<file path="src/rtl/quad_velocity_pkg.sv">
// Shared constants, register map and FSM states
// for the four-channel quadrature velocity block.
package quad_pkg;

    localparam int NUM_CH = 4;

    localparam logic [2:0] VEL0   = 3'd0;
    localparam logic [2:0] VEL1   = 3'd1;
    localparam logic [2:0] VEL2   = 3'd2;
    localparam logic [2:0] VEL3   = 3'd3;
    localparam logic [2:0] PERIOD = 3'd4;
    localparam logic [2:0] STATUS = 3'd5;

    typedef enum logic [1:0] {
        IDLE,
        CALC,
        COMMIT
    } stateT;

    // Position change between samples; the 16-bit
    // wrap makes 0xFFFF->0x0000 crossings come out right.
    function automatic logic [15:0] wrapDelta(
        input logic [15:0] snap,
        input logic [15:0] prev
    );
        return snap - prev;
    endfunction

endpackage

</file>
<file path="src/rtl/quad_velocity_if.sv">
// Register bus between a host and quad_velocity.
// Reads are combinational, writes take effect on Clk.
interface quad_velocity_if;

    logic [2:0]  Addr;
    logic [15:0] DataWr;
    logic [15:0] DataRd;
    logic        En;
    logic        Rd;
    logic        Wr;

    modport master (
        output Addr, DataWr, En, Rd, Wr,
        input  DataRd
    );

    modport slave (
        input  Addr, DataWr, En, Rd, Wr,
        output DataRd
    );

endinterface

</file>
<file path="src/rtl/quad_velocity_timebase.sv">
// Prescaler plus period counter; SampleReq pulses
// for one Clk when the period counter hits Period-1.
module quad_timebase #(
    parameter int PRESCALE = 64
) (
    input  logic        Clk,
    input  logic        Reset,
    input  logic [15:0] Period,
    input  logic        Restart,
    output logic        SampleReq
);

    localparam int PW = $clog2(PRESCALE);

    logic [PW-1:0] presc;
    logic [15:0]   cnt;
    logic          tick;
    logic          atEnd;
    logic          running;

    assign tick      = &presc;
    assign running   = Period != 16'd0;
    assign atEnd     = cnt == (Period - 16'd1);
    assign SampleReq = tick && running && atEnd && !Restart;

    // Free-running prescaler and tick-driven period counter
    always_ff @(posedge Clk) begin
        if (Reset || Restart) begin
            presc <= '0;
            cnt   <= '0;
        end else begin
            presc <= presc + PW'(1);
            if (tick && running)
                cnt <= atEnd ? 16'd0 : cnt + 16'd1;
        end
    end

endmodule

</file>
<file path="src/rtl/quad_velocity.sv">
// Samples four position counters each period and
// publishes coherent signed velocities over a bus.
module quad_velocity
    import quad_pkg::*;
#(
    parameter int PRESCALE   = 64,
    parameter int PERIOD_RST = 15625
) (
    input  logic        Clk,
    input  logic        Reset,
    input  logic [15:0] Count0,
    input  logic [15:0] Count1,
    input  logic [15:0] Count2,
    input  logic [15:0] Count3,
    quad_velocity_if.slave Bus,
    output logic        SampleStrobe
);

    stateT state;
    stateT nextState;

    logic [15:0] period;
    logic [NUM_CH-1:0][15:0] countIn;
    logic [NUM_CH-1:0][15:0] snap;
    logic [NUM_CH-1:0][15:0] prev;
    logic [NUM_CH-1:0][15:0] shadow;
    logic [NUM_CH-1:0][15:0] vel;
    logic [1:0]  ch;
    logic        newFlag;
    logic        primed;
    logic        restart;
    logic        statusRd;
    logic        sampleReq;
    logic [15:0] delta;
    logic [15:0] rdData;

    assign countIn  = {Count3, Count2, Count1, Count0};
    assign restart  = Bus.Wr && Bus.En && (Bus.Addr == PERIOD);
    assign statusRd = Bus.Rd && Bus.En && (Bus.Addr == STATUS);
    assign delta    = wrapDelta(snap[ch], prev[ch]);

    quad_timebase #(
        .PRESCALE (PRESCALE)
    ) u_timebase (
        .Clk       (Clk),
        .Reset     (Reset),
        .Period    (period),
        .Restart   (restart),
        .SampleReq (sampleReq)
    );

    // FSM state register
    always_ff @(posedge Clk) begin
        if (Reset)
            state <= IDLE;
        else
            state <= nextState;
    end

    // Next state: one CALC cycle per channel, then COMMIT
    always_comb begin
        nextState    = state;
        SampleStrobe = 1'b0;
        unique case (state)
            IDLE:
                if (sampleReq)
                    nextState = CALC;
            CALC:
                if (ch == 2'd3)
                    nextState = COMMIT;
            COMMIT: begin
                nextState    = IDLE;
                SampleStrobe = 1'b1;
            end
            default:
                nextState = IDLE;
        endcase
    end

    // Period register, snapshot, delta pipeline, status
    always_ff @(posedge Clk) begin
        if (Reset) begin
            period  <= 16'(PERIOD_RST);
            snap    <= '0;
            prev    <= '0;
            shadow  <= '0;
            vel     <= '0;
            ch      <= '0;
            newFlag <= 1'b0;
            primed  <= 1'b0;
        end else begin
            if (restart)
                period <= Bus.DataWr;
            if (state == IDLE && sampleReq) begin
                snap <= countIn;
                ch   <= '0;
            end
            if (state == CALC) begin
                shadow[ch] <= primed ? delta : 16'd0;
                prev[ch]   <= snap[ch];
                ch         <= ch + 2'd1;
            end
            if (state == COMMIT) begin
                vel     <= shadow;
                primed  <= 1'b1;
                newFlag <= 1'b1;
            end else if (statusRd) begin
                newFlag <= 1'b0;
            end
        end
    end

    // Zero-latency register read mux
    always_comb begin
        rdData = '0;
        case (Bus.Addr)
            VEL0, VEL1, VEL2, VEL3:
                rdData = vel[Bus.Addr[1:0]];
            PERIOD:
                rdData = period;
            STATUS:
                rdData = {14'd0, primed, newFlag};
            default:
                rdData = '0;
        endcase
    end

    assign Bus.DataRd = rdData;

endmodule

</file>
<file path="src/flat_wrapper.sv">
// flat-port wrapper written by rule: the top's interface ports become plain ports
module quad_velocity_flat import quad_pkg::*;
#(
    parameter int PRESCALE   = 64,
    parameter int PERIOD_RST = 15625
)
  (Clk, Reset, Count0, Count1, Count2, Count3, SampleStrobe, Bus_Addr, Bus_DataWr, Bus_En, Bus_Rd, Bus_Wr, Bus_DataRd);
  quad_velocity_if Bus_i ();
  input  logic Clk;
  input  logic Reset;
  input  logic [15:0] Count0;
  input  logic [15:0] Count1;
  input  logic [15:0] Count2;
  input  logic [15:0] Count3;
  output logic SampleStrobe;
  input wire logic [$bits(Bus_i.Addr)-1:0] Bus_Addr;
  input wire logic [$bits(Bus_i.DataWr)-1:0] Bus_DataWr;
  input wire logic [$bits(Bus_i.En)-1:0] Bus_En;
  input wire logic [$bits(Bus_i.Rd)-1:0] Bus_Rd;
  input wire logic [$bits(Bus_i.Wr)-1:0] Bus_Wr;
  output wire logic [$bits(Bus_i.DataRd)-1:0] Bus_DataRd;
  assign Bus_i.Addr = Bus_Addr;
  assign Bus_i.DataWr = Bus_DataWr;
  assign Bus_i.En = Bus_En;
  assign Bus_i.Rd = Bus_Rd;
  assign Bus_i.Wr = Bus_Wr;
  assign Bus_DataRd = Bus_i.DataRd;
  quad_velocity #(.PRESCALE(PRESCALE), .PERIOD_RST(PERIOD_RST)) u_core (.Clk(Clk), .Reset(Reset), .Count0(Count0), .Count1(Count1), .Count2(Count2), .Count3(Count3), .Bus(Bus_i), .SampleStrobe(SampleStrobe));
endmodule
</file>
<file path="config.mk">
export PLATFORM = sky130hd
export DESIGN_NAME = quad_velocity_flat
export DESIGN_NICKNAME = d
export VERILOG_FILES = /design/src/rtl/quad_velocity_pkg.sv /design/src/rtl/quad_velocity_if.sv /design/src/rtl/quad_velocity_timebase.sv /design/src/rtl/quad_velocity.sv /design/src/flat_wrapper.sv
export SDC_FILE = /design/constraint.sdc
export NUM_CORES = 1
export LEC_CHECK = 0
export BUFFER_PORTS_ARGS = -buffer_cell sky130_fd_sc_hd__buf_2
export CAP_MARGIN = 20
export CORE_MARGIN = 4
export CORE_UTILIZATION = 55
export DETAILED_ROUTE_END_ITERATION = 10
export PLACE_DENSITY = 0.74
export SLEW_MARGIN = 40
export SYNTH_ARGS = -nofsm -noshare
export SYNTH_HDL_FRONTEND = slang
export SYNTH_SLANG_ARGS = --single-unit
export TNS_END_PERCENT = 20
</file>
<file path="constraint.sdc">
create_clock -name Clk -period 5.07 [get_ports Clk]
set_input_delay 0.2535 -clock Clk [delete_from_list [all_inputs] [get_ports Clk]]
set_output_delay 0.2535 -clock Clk [all_outputs]
set_load 0.02 [all_outputs]
</file>
---- Yosys cells after proc, flatten, opt, wreduce, memory -nomap -nowiden ----
Cells that the tools add are included.
storage, ports and cells
  output and inout bits ................... 17
  flip-flop bits (word level) ............. 300
  logic and storage cells ................. 82
  bits in latches ......................... 0
  memory bits (read-only) ................. 0
  memories kept ........................... 0
  RAM bits ................................ 0
  input port bits ......................... 88
operators by class
  multiplexer cells ....................... 21
  $mul .................................... 0
  reductions and logical operators ........ 19
  $add $sub $neg .......................... 5
  order comparisons ....................... 3
  shift-type cells ........................ 0
  bitwise operators ....................... 0
  divide/modulo/power cells ............... 0
  equal/unequal tests ..................... 11
operators by type and width
  cell                     count
  $bwmux W64               2
  $bmux W16 S2             3
  $mux W16                 6
  $pmux W16 S3             1
  $demux W16 S2            1
  $add A16 B1 Y16 const B  1
  $eq A16 B16 Y1           1
  $reduce_bool A16 Y1      1
  $sub A16 B1 Y16 const B  1
  $sub A16 B16 Y16         1
  $logic_and A1 B1 Y1      9
  $mux W2                  4
  $add A6 B1 Y6 const B    1
  $eq A3 B2 Y1 const B     2
  $eq A3 B3 Y1 const B     2
  $lt A2 B3 Y1 const B     2
  $reduce_and A6 Y1        1
  $eq A2 B2 Y1 const B     2
  $ne A2 B1 Y1 const B     2
  $pmux W2 S2              1
  $reduce_bool A2 Y1       2
  $reduce_or A4 Y1         1
  $eq A3 B1 Y1 const B     1
  $logic_not A3 Y1         1
  8 further kinds          10

---- Depth between registers and ports, before layout ----
Gate-level depths: netlist (run 1).
  word-level depth ........................ 7
  mapped depth ............................ 14
  depth with buffers taken out ............ 12

---- By module ----
A second synthesis (run 1) with hierarchy kept.
second synthesis, totals
  cells, all modules ...................... 1,637
  area, all modules ....................... 13,609.3 µm²
by module, submodules not included
  module         times used  sequential area each (µm²)  cells each  area an instance (µm²)
  quad_velocity  1           5,565.3                     1,457       12,050.3
  quad_timebase  1           440.4                       180         1,559.0

---- Least setup slack after synthesis (run 1) ----
Ideal clock, no wire load.
  kind .................................... reg2reg
  from .................................... register u_core.ch[0]
  to ...................................... register u_core.shadow[15] in the netlist's numbering
  data arrival time ....................... 4,212 ps
  data required time ...................... 5,010 ps
  setup time .............................. 60 ps
  cell stages (with the launch flop) ...... 13
  slack ................................... 799 ps
  path buffers ............................ 3
  period minus slack after synthesis ...... 4,271 ps
  cell sequence ........................... dfxtp_1 > clkbuf_1 > buf_1 > buf_1 > mux4_2 > ha_1 > nor2b_1 > o31a_1 > o21ai_0 > a21oi_1 > a31oi_1 > o311ai_0 > o21a_1
on the way
  word-level cells in the longest chain between the ends .. 5
  elaborated cells between the ends (all ways) .. 12
  those cells by class .................... 1 x add/sub; 2 x order compare; 8 x mux; 1 x reduce/logical
RTL lines
  element                                                                       line                                          source
  start, declared                                                               quad_velocity.sv:28                           logic [1:0] ch;
  start signal, assigned                                                        quad_velocity.sv:101                          ch <= ch + 2'd1;
  $bmux W16 S2, or another cell as far along                                    quad_velocity.sv:40                           assign delta = wrapDelta(snap[ch], prev[ch]);
  $mux W16 (implied by the code) / $logic_and A1 B1 Y1 (equally long branches)  quad_velocity.sv:40, quad_velocity.sv:99
  $sub A16 B16 Y16 / $mux W16 (equally long branches)                           quad_velocity_pkg.sv:26, quad_velocity.sv:99
  $mux W16 / $demux W16 S2 (equally long branches)                              n/a
  $bwmux W64 (*)                                                                quad_velocity.sv:99                           shadow[ch] <= primed ? delta : 16'd0;
  end signal, assigned by index                                                 quad_velocity.sv:99
  end, declared                                                                 quad_velocity.sv:26                           logic [NUM_CH-1:0][15:0] shadow;
Mark *: on every way between the ends. The rest lies on a longest branch, timed or not. The select of a mux whose other input is x is not followed.
A chain may end at the register's enable or synchronous reset.

---- Worst setup path in the final report (run 1) ----
  from .................................... register u_core.ch[0]
  to ...................................... register u_core.shadow[14] in the netlist's numbering
Same word-level chain as after synthesis.

==> results of run 1 <==
==> critical path, delay by kind of cell, from the launching register on <==
kind,cells,cell delay [ns]
compound gates,5,1.48
xor+xnor,1,0.34
fa+ha+maj,2,0.58
buf+inv,2,0.16
flops,1,0.59
mux,1,0.62
simple gates,1,0.09
==> path summary, 6_finish.rpt <==
path                startpoint  slack (ns)           endpoint  cells after the start
min reg2reg  u_core.shadow[55]        0.44     u_core.vel[55]                      2
max reg2reg       u_core.ch[0]        1.13  u_core.shadow[14]                     12
max               u_core.ch[0]        1.13  u_core.shadow[14]                     12
min                 Count0[13]      0.0006    u_core.snap[13]                      3
==> registers in the layout (all words and copies together), names as in the netlist <==
signal,count
u_core.ch,2
u_core.newFlag,1
u_core.period,16
u_core.prev,64
u_core.primed,1
u_core.shadow,64
u_core.snap,64
u_core.state,2
u_core.u_timebase.cnt,16
u_core.u_timebase.presc,6
u_core.vel,64
==> logic make-up after synthesis <==
| logic type | Yosys count | share of synthesized area, % |
|---|---|---|
| buffers and inverters | 182 | 5.53 |
| adder cells (fa/ha/maj) | 23 | 2.11 |
| flip-flops | 300 | 42.9 |
| AND/OR/NAND/NOR | 639 | 19.9 |
| multiplexers | 52 | 8.00 |
| AO/OA/AOI/OAI | 421 | 18.9 |
| XOR/XNOR | 44 | 2.75 |
==> layer usage <==
layer | track usage, % | routed length, um | vias to the layer above
met2 | 44.2 | 18100 | 410
met5 | 0 | 0 | -
met4 | 10.2 | 1430 | 0
li1 | - | - | 6005
met1 | 34.4 | 16200 | 5882
met3 | 3.82 | 2500 | 98
==> cell type report <==
class	count	area, sq um	area share (%)
Multi-Input combinational cell	1179	7260	44.3
Sequential cell	300	6010	36.7
Timing Repair Buffer	206	1510	9.19
Clock buffer	42	897	5.48
Tap cell	330	413	2.52
Inverter	42	158	0.962
Clock inverter	13	145	0.886
==> through the flow <==
| stage | hold WS (ns) | util, % | total power, mW | cell area [sq um] | instances |
|---|---|---|---|---|---|
| after floorplan | 0.378 | - | 2.49 | 14000 | 1661 |
| after global placement | 0.432 | 57.9 | 2.54 | 14500 | 1979 |
| after detailed placement | 0.442 | 57.9 | 2.54 | 14500 | 1979 |
| after CTS | 0.00370 | 65.2 | 4.88 | 16400 | 2112 |
| after global routing | 0.000637 | 65.3 | 4.99 | 16400 | 2112 |
| final | 0.000627 | 65.3 | 4.85 | 16400 | 2112 |
==> layout by cell type (no fill, tap or decap), types with 4 or more instances in the layout <==
cell                            instances
sky130_fd_sc_hd__o311ai_0               5
sky130_fd_sc_hd__clkbuf_16             31
sky130_fd_sc_hd__clkinv_2               8
sky130_fd_sc_hd__a21oi_1              267
sky130_fd_sc_hd__nor2_1                56
sky130_fd_sc_hd__xnor2_1               20
sky130_fd_sc_hd__ha_1                  22
sky130_fd_sc_hd__a31oi_1                4
sky130_fd_sc_hd__nand4_1               70
sky130_fd_sc_hd__mux4_2                48
sky130_fd_sc_hd__o21a_1                14
sky130_fd_sc_hd__o31ai_2               38
sky130_fd_sc_hd__or3_2                  5
sky130_fd_sc_hd__and3_1                 7
sky130_fd_sc_hd__o21ai_0               26
sky130_fd_sc_hd__dlygate4sd3_1         78
sky130_fd_sc_hd__clkbuf_8               9
sky130_fd_sc_hd__buf_2                103
sky130_fd_sc_hd__nor3_2                 4
sky130_fd_sc_hd__mux2i_1                4
sky130_fd_sc_hd__nand3_1               28
sky130_fd_sc_hd__o211ai_1               7
sky130_fd_sc_hd__buf_6                  4
sky130_fd_sc_hd__o31ai_1               31
sky130_fd_sc_hd__a22oi_1                5
sky130_fd_sc_hd__nand2_1              420
sky130_fd_sc_hd__nor3_1                16
sky130_fd_sc_hd__and2_1                 7
sky130_fd_sc_hd__a21o_1                 5
sky130_fd_sc_hd__dfxtp_1              299
sky130_fd_sc_hd__inv_1                 41
sky130_fd_sc_hd__xor2_1                24
sky130_fd_sc_hd__buf_4                 20
==> power groups by stage <==
stage / Clock, mW / Combinational [mW] / Sequential, mW
final: 2.31 / 0.176 / 2.37
after global routing: 2.43 / 0.190 / 2.37
after CTS: 2.34 / 0.169 / 2.37
after detailed placement: 0 / 0.123 / 2.42
after global placement: 0 / 0.122 / 2.42
after floorplan: 0 / 0.0725 / 2.42
==> repair_timing <==
action / in CTS / in global routing
setup buffers: 0 / 0
endpoints found under the hold margin: 78 / 0
hold buffers: 78 / 0
resized for setup: 0 / 0
endpoints found under the setup margin: 0 / 0
==> flow_summary.toml, run 1 <==
[yosys]
synth_top_area_cell = "sky130_fd_sc_hd__dfxtp_1"
postSynthRegisterBits = 300
async_reset_ff_share_pct = 0
share_of_synthesized_area_occupied_by_flip_flops_and_latches_pct = 42.9
number_of_distinct_library_cells_after_synthesis = 59
post_synth_instance_area_sq_um = 14000
synth_enable_flop_cells = 0
synthesis.nets = 1772
netlist.area_leader.share_pct = 42.9
synth.cells.most_frequent = "sky130_fd_sc_hd__nand2_1, sky130_fd_sc_hd__dfxtp_1, sky130_fd_sc_hd__a21oi_1, sky130_fd_sc_hd__clkbuf_1, sky130_fd_sc_hd__nand4_1"
synth_cells = 1661
yosys_most_used_dff = "sky130_fd_sc_hd__dfxtp_1"
synth_top_cells_by_area = "sky130_fd_sc_hd__dfxtp_1, sky130_fd_sc_hd__nand2_1, sky130_fd_sc_hd__a21oi_1, sky130_fd_sc_hd__mux4_2, sky130_fd_sc_hd__o31ai_2"
synth_area_per_cell_sq_um = 8.44
yosysMostFrequentCell = "sky130_fd_sc_hd__nand2_1"
ys_warn_count = 0

[global_route]
grt_pass1_vias = 11907
groute.usage.overall_pct = 26.3
overflow = 0
antenna_found_initial = 0
grt_max_degree = 109
wire_length_of_the_first_global_routing_pass_mm = 61.4

[timing]
final.setup.worst_slack_ns = 1.13
fmax_mhz = 254
slew_violations = 0
headroom_to_the_max_slew_limit_pct = 49.0
worst_slew_pin_slew_ns = 0.746
period_share_pct = 77.7
clock-skew-final_ns = 0.0171
tns_ns = 0
rsz0062_at_grt = "no"
period_minus_slack_ns = 3.94
timing.final.setup_violations = 0
final_hold_viol_count = 0

[placement]
preCtsSetupSlack_ns = 1.10
port_buffers = 104
hpwlAfterDp_mm = 23.6
gpl.final_weighted_congestion = 0.849

[critical_path]
start_kind = "flop"
crit_path_max_incr_delay_ns = 0.73
timing_worst_setup_path_type = "reg -> reg"
critPathArrivalTime_ns = 4.41
critical_path.endpoint_type = "flop"
endpoint_required_time_on_the_critical_path_ns = 5.54
critPathSlowestCell = "sky130_fd_sc_hd__a2111oi_0"
cp_cell_sequence = "mux4_2 > inv_1 > ha_1 > inv_1 > fa_1 > a21oi_1 > o211ai_1 > a2111oi_0 > o31ai_1 > xor2_1 > nand2_1 > a21oi_1"
worst_path_fanout_max = 13

[finish]
syn_to_final_growth_pct = 16.9
final_net_count = 1870
number_of_filler_cells_placed_in_the_layout = 2057
diodes = 0
drive_above_1_share_pct = 16.0

[routing]
count_of_tritonroute_iterations_in_the_first_routing_pass = 5
remaining_drc_errors = 0
detailroute.via_count = 12395
ant_nets = 0
detail_route.wl_per_cell_um = 18.1
first_iter_violations = 1060
via_per_inst = 5.87
postRouteWirelength_mm = 38.2

[pwr]
combPwrFrac_pct = 3.6
peak_supply_drop_v = 0.000243
internal_mw = 3.82
switchingPower_mw = 1.03
power_frac_clock_pct = 47.5
power.share.sequential_pct = 48.8
power_per_cell_area_nw_per_um2 = 296
p_sw_share_pct = 21.2
static-leakage-power_nw = 5.45

[clock_network]
clk_pin_slew_worst_paths_ns = 0.06
cts_max_level = 1
number_of_buffers_between_clock_root_and_the_deepest_sink = 3
cts-buffers-inserted = 30
ctsRootBufferMaster = "sky130_fd_sc_hd__clkbuf_16"
clkLatencyLatePin_ns = 0.56
tritoncts = "yes"
clock_sink_total = 300

[floorplanning]
floorplan.initialDensity_pct = 55.8
die-height_um = 168
rows = 58
dieWidth_um = 168
die_area_sq_um = 28100
io_pins = 105
core_area_sq_um = 25100

[min_path]
hold_class = "in -> reg"

[flow_run]
max_cap_viols = 0

[run_status]
outcome = "complete, no violations"
Note: power is estimated with default switching activity, not from simulation.
==> run 2: changes to the inputs <==
--- a/config.mk
+++ b/config.mk
@@ -5,12 +5,13 @@
 export SDC_FILE = /design/constraint.sdc
 export NUM_CORES = 1
 export LEC_CHECK = 0
+export ABC_AREA = 1
 export BUFFER_PORTS_ARGS = -buffer_cell sky130_fd_sc_hd__buf_2
 export CAP_MARGIN = 20
 export CORE_MARGIN = 4
-export CORE_UTILIZATION = 55
+export CORE_UTILIZATION = 54
 export DETAILED_ROUTE_END_ITERATION = 10
-export PLACE_DENSITY = 0.74
+export PLACE_DENSITY = 0.76
 export SLEW_MARGIN = 40
 export SYNTH_ARGS = -nofsm -noshare
 export SYNTH_HDL_FRONTEND = slang
==> constraint.sdc (replaced) <==
create_clock -name Clk -period 3.4 [get_ports Clk]
set_input_delay 0.17 -clock Clk [delete_from_list [all_inputs] [get_ports Clk]]
set_output_delay 0.17 -clock Clk [all_outputs]
set_load 0.02 [all_outputs]
==> run 2 against run 1 <==
Compared with the run above: critical path depth rose by 1; final cell count is 16% higher; die area about the same; sequential cell count unchanged; first-iteration DRC count up 34%; area after synthesis shrank 1.8%; synthesized cell count up 18%; clock-buffer cell count decreased by 4; critical path type unchanged; largest cell class unchanged; highest routed layer is now met5.
==> flow_summary.toml, run 2 <==
[placement]
hpwlAfterDp_mm = 25.3
detailed_place.area_sq_um = 14500
gpl.final_weighted_congestion = 0.923
port_buffers = 104

[critical_path]
critPathSlowestCell = "sky130_fd_sc_hd__dfxtp_4"
regToRegStartpoint = "u_core.ch[0]"
critPathArrivalTime_ns = 3.49
ff2ff_setup_slack_ns = 0.34
timing_worst_setup_path_type = "reg -> reg"
critical_path.endpoint_type = "flop"
worst_path_fanout_max = 36
timing.critical_path.from = "u_core.ch[0]"
cp.depth = 13
buffers_inverters_on_critical_path = 3
endpoint_required_time_on_the_critical_path_ns = 3.83
rr_worst_depth = 13
reg2reg_to = "u_core.shadow[9]"
kind_of_cell_with_the_highest_combined_delay_on_the_critical_path = "compound AO/OA/AOI/OAI gates"
start_kind = "flop"
setup.worst_path.end = "u_core.shadow[9]"
crit_path_max_incr_delay_ns = 0.41
cp_cell_sequence = "inv_1 > buf_12 > nand2_1 > a32oi_1 > ha_1 > a21oi_1 > a21boi_0 > o21ai_0 > nand3_1 > nand2_1 > o21ai_0 > buf_4 > a21oi_1"

[yosys]
postSynthRegisterBits = 300
post_synth_instance_area_sq_um = 13800
yosysMostFrequentCell = "sky130_fd_sc_hd__o21ai_0"
share_of_synthesized_area_occupied_by_flip_flops_and_latches_pct = 43.6
synth_enable_flop_cells = 0
yosys_most_used_dff = "sky130_fd_sc_hd__dfxtp_1"
synth_top_area_cell = "sky130_fd_sc_hd__dfxtp_1"
synth_cells = 1965
synthesis.nets = 2076
synth_area_per_cell_sq_um = 7.00
number_of_distinct_library_cells_after_synthesis = 40
async_reset_ff_share_pct = 0
synth_top_cells_by_area = "sky130_fd_sc_hd__dfxtp_1, sky130_fd_sc_hd__o21ai_0, sky130_fd_sc_hd__nor2_1, sky130_fd_sc_hd__nand2_1, sky130_fd_sc_hd__a21oi_1"
ys_warn_count = 0
synth.cells.most_frequent = "sky130_fd_sc_hd__o21ai_0, sky130_fd_sc_hd__dfxtp_1, sky130_fd_sc_hd__nor2_1, sky130_fd_sc_hd__nand2_1, sky130_fd_sc_hd__inv_1"
netlist.area_leader.share_pct = 43.6

[global_route]
groute.usage.overall_pct = 27.2
met1_usage_pct = 35.6
globalRouteMet3Util_pct = 4.08
grt_max_degree = 151
overflow = 0
grt_busiest_layer = "met2"
globalRouteMet2Util_pct = 46.1
antenna_found_initial = 2
wire_length_of_the_first_global_routing_pass_mm = 63.9
grt_pass1_vias = 12687

[timing]
worst_slew_pin_slew_ns = 0.685
period_share_pct = 90.1
headroom_to_the_max_slew_limit_pct = 54.3
final_hold_viol_count = 0
rsz0062_at_grt = "no"
period_minus_slack_ns = 3.06
fmax_mhz = 326
clock-skew-final_ns = 0.0344
timing.final.setup_violations = 0
tns_ns = 0
slew_violations = 0

[pwr]
power_per_cell_area_nw_per_um2 = 440
peak_supply_drop_v = 0.000452
total_power_mw = 7.21
static-leakage-power_nw = 7.09

[routing]
count_of_tritonroute_iterations_in_the_first_routing_pass = 6
detail_route.wl_per_cell_um = 16.3
ant_nets = 0
detailroute.via_count = 13560
postRouteWirelength_mm = 39.9
remaining_drc_errors = 0
via_per_inst = 5.53
first_iter_violations = 1423

[min_path]
hold_class = "in -> reg"
worst_hold_path.num_cells = 2

[clock_network]
cts_max_level = 1
clkLatencyLatePin_ns = 0.57
clk_pin_slew_worst_paths_ns = 0.06
clock_sink_total = 300
post-cts-setup-buffers = 0
tritoncts = "yes"
cts-buffers-inserted = 31
ctsRootBufferMaster = "sky130_fd_sc_hd__clkbuf_16"
number_of_buffers_between_clock_root_and_the_deepest_sink = 3

[finish]
final_net_count = 2208
layout_common_cells = "sky130_fd_sc_hd__o21ai_0, sky130_fd_sc_hd__dfxtp_1, sky130_fd_sc_hd__nor2_1"
layout_commonest_cell = "sky130_fd_sc_hd__o21ai_0"
number_of_filler_cells_placed_in_the_layout = 2148
postLayoutCellArea_sq_um = 16400
syn_to_final_growth_pct = 18.9
drive_above_1_share_pct = 10.0
final_core_util_pct = 65.2

[floorplanning]
die_area_sq_um = 28100
dieWidth_um = 168
rows = 58
core_area_sq_um = 25100
die-height_um = 168
io_pins = 105
floorplan.initialDensity_pct = 54.8

[flow_run]
max_cap_viols = 0

[run_status]
outcome = "complete, no violations"
-- run 2: cell types whose count changed after synthesis, moves of 38 or more --
| cell | delta |
|---|---|
| sky130_fd_sc_hd__o21ai_0 | +293 |
| sky130_fd_sc_hd__nor2_1 | +234 |
| sky130_fd_sc_hd__inv_1 | +181 |
| sky130_fd_sc_hd__nand2_1 | -138 |
| sky130_fd_sc_hd__nand4_1 | -61 |
| sky130_fd_sc_hd__a21oi_1 | -58 |
| sky130_fd_sc_hd__mux4_2 | -48 |
| sky130_fd_sc_hd__o31ai_2 | -38 |
-- run 2: worst min path at each step --
stage                        endpoint            from
floorplan            u_core.period[0]           Reset
global placement    u_core.period[10]  Bus_DataWr[10]
global route           u_core.newFlag           Reset
detailed placement  u_core.period[10]  Bus_DataWr[10]
finish              u_core.shadow[33]           Reset
CTS                 u_core.shadow[33]           Reset
-- run 2: routing by layer --
| metal | vias up | part of all wire [%] |
|---|---|---|
| met5 | - | 0.033 |
| met4 | 2 | 3.2 |
| met3 | 109 | 7.1 |
| met2 | 568 | 48 |
| met1 | 6182 | 42 |
| li1 | 6699 | - |
-- run 2: through the flow --
step | hold WS [ns] | std cells | setup slack (ns)
floorplan | 0.270 | 1965 | 0.272
finish | 0.0452 | 2451 | 0.335
CTS | 0.00403 | 2450 | 0.178
detailed placement | 0.410 | 2312 | 0.214
global placement | 0.398 | 2312 | 0.321
global route | 0.0553 | 2451 | 0.0441
-- run 2: worst register-to-register path, delay by kind of cell, from the launching register on --
family                     cells  cell delay [ns]
buffers and inverters          3             0.64
AOI/OAI and AO/OA              6             1.27
adders and majority gates      1             0.35
and+or+nand+nor                3             0.26
DFF                            1             0.41
-- run 2: cells by family after synthesis --
| kind of cell | Yosys count | synth area share (%) |
|---|---|---|
| flops | 300 | 43.6 |
| compound gates | 613 | 23.7 |
| xor+xnor | 16 | 1.02 |
| simple gates | 662 | 19.5 |
| fa+ha+maj | 23 | 2.15 |
| buf+inv | 351 | 10.0 |
-- run 2: final cells by class --
cell class	count	area [sq um]	area share, %
flip-flops and latches	300	6010	36.7
well taps	330	413	2.52
clock inverters	18	161	0.987
clock buffers	38	852	5.21
multi-input cells	1314	6400	39.1
diodes	1	2.50	0.0153
inverters	233	882	5.39
repair buffers	217	1640	10.0
-- run 2: where the power goes --
part           switching (mW)  leakage [nW]  total (mW)  internal, mW
logic                   0.180          4.17       0.326         0.146
registers             0.00897          2.42        3.53          3.52
clock network            1.42         0.497        3.35          1.93
total                    1.61          7.09        7.21          5.60
-- run 2: repair_timing --
action / 4_1_cts / 5_1_grt
endpoints found under the hold margin: 81 / 0
setup endpoints to repair: 0 / 19
hold buffers: 82 / 0
resized for setup: 0 / 2
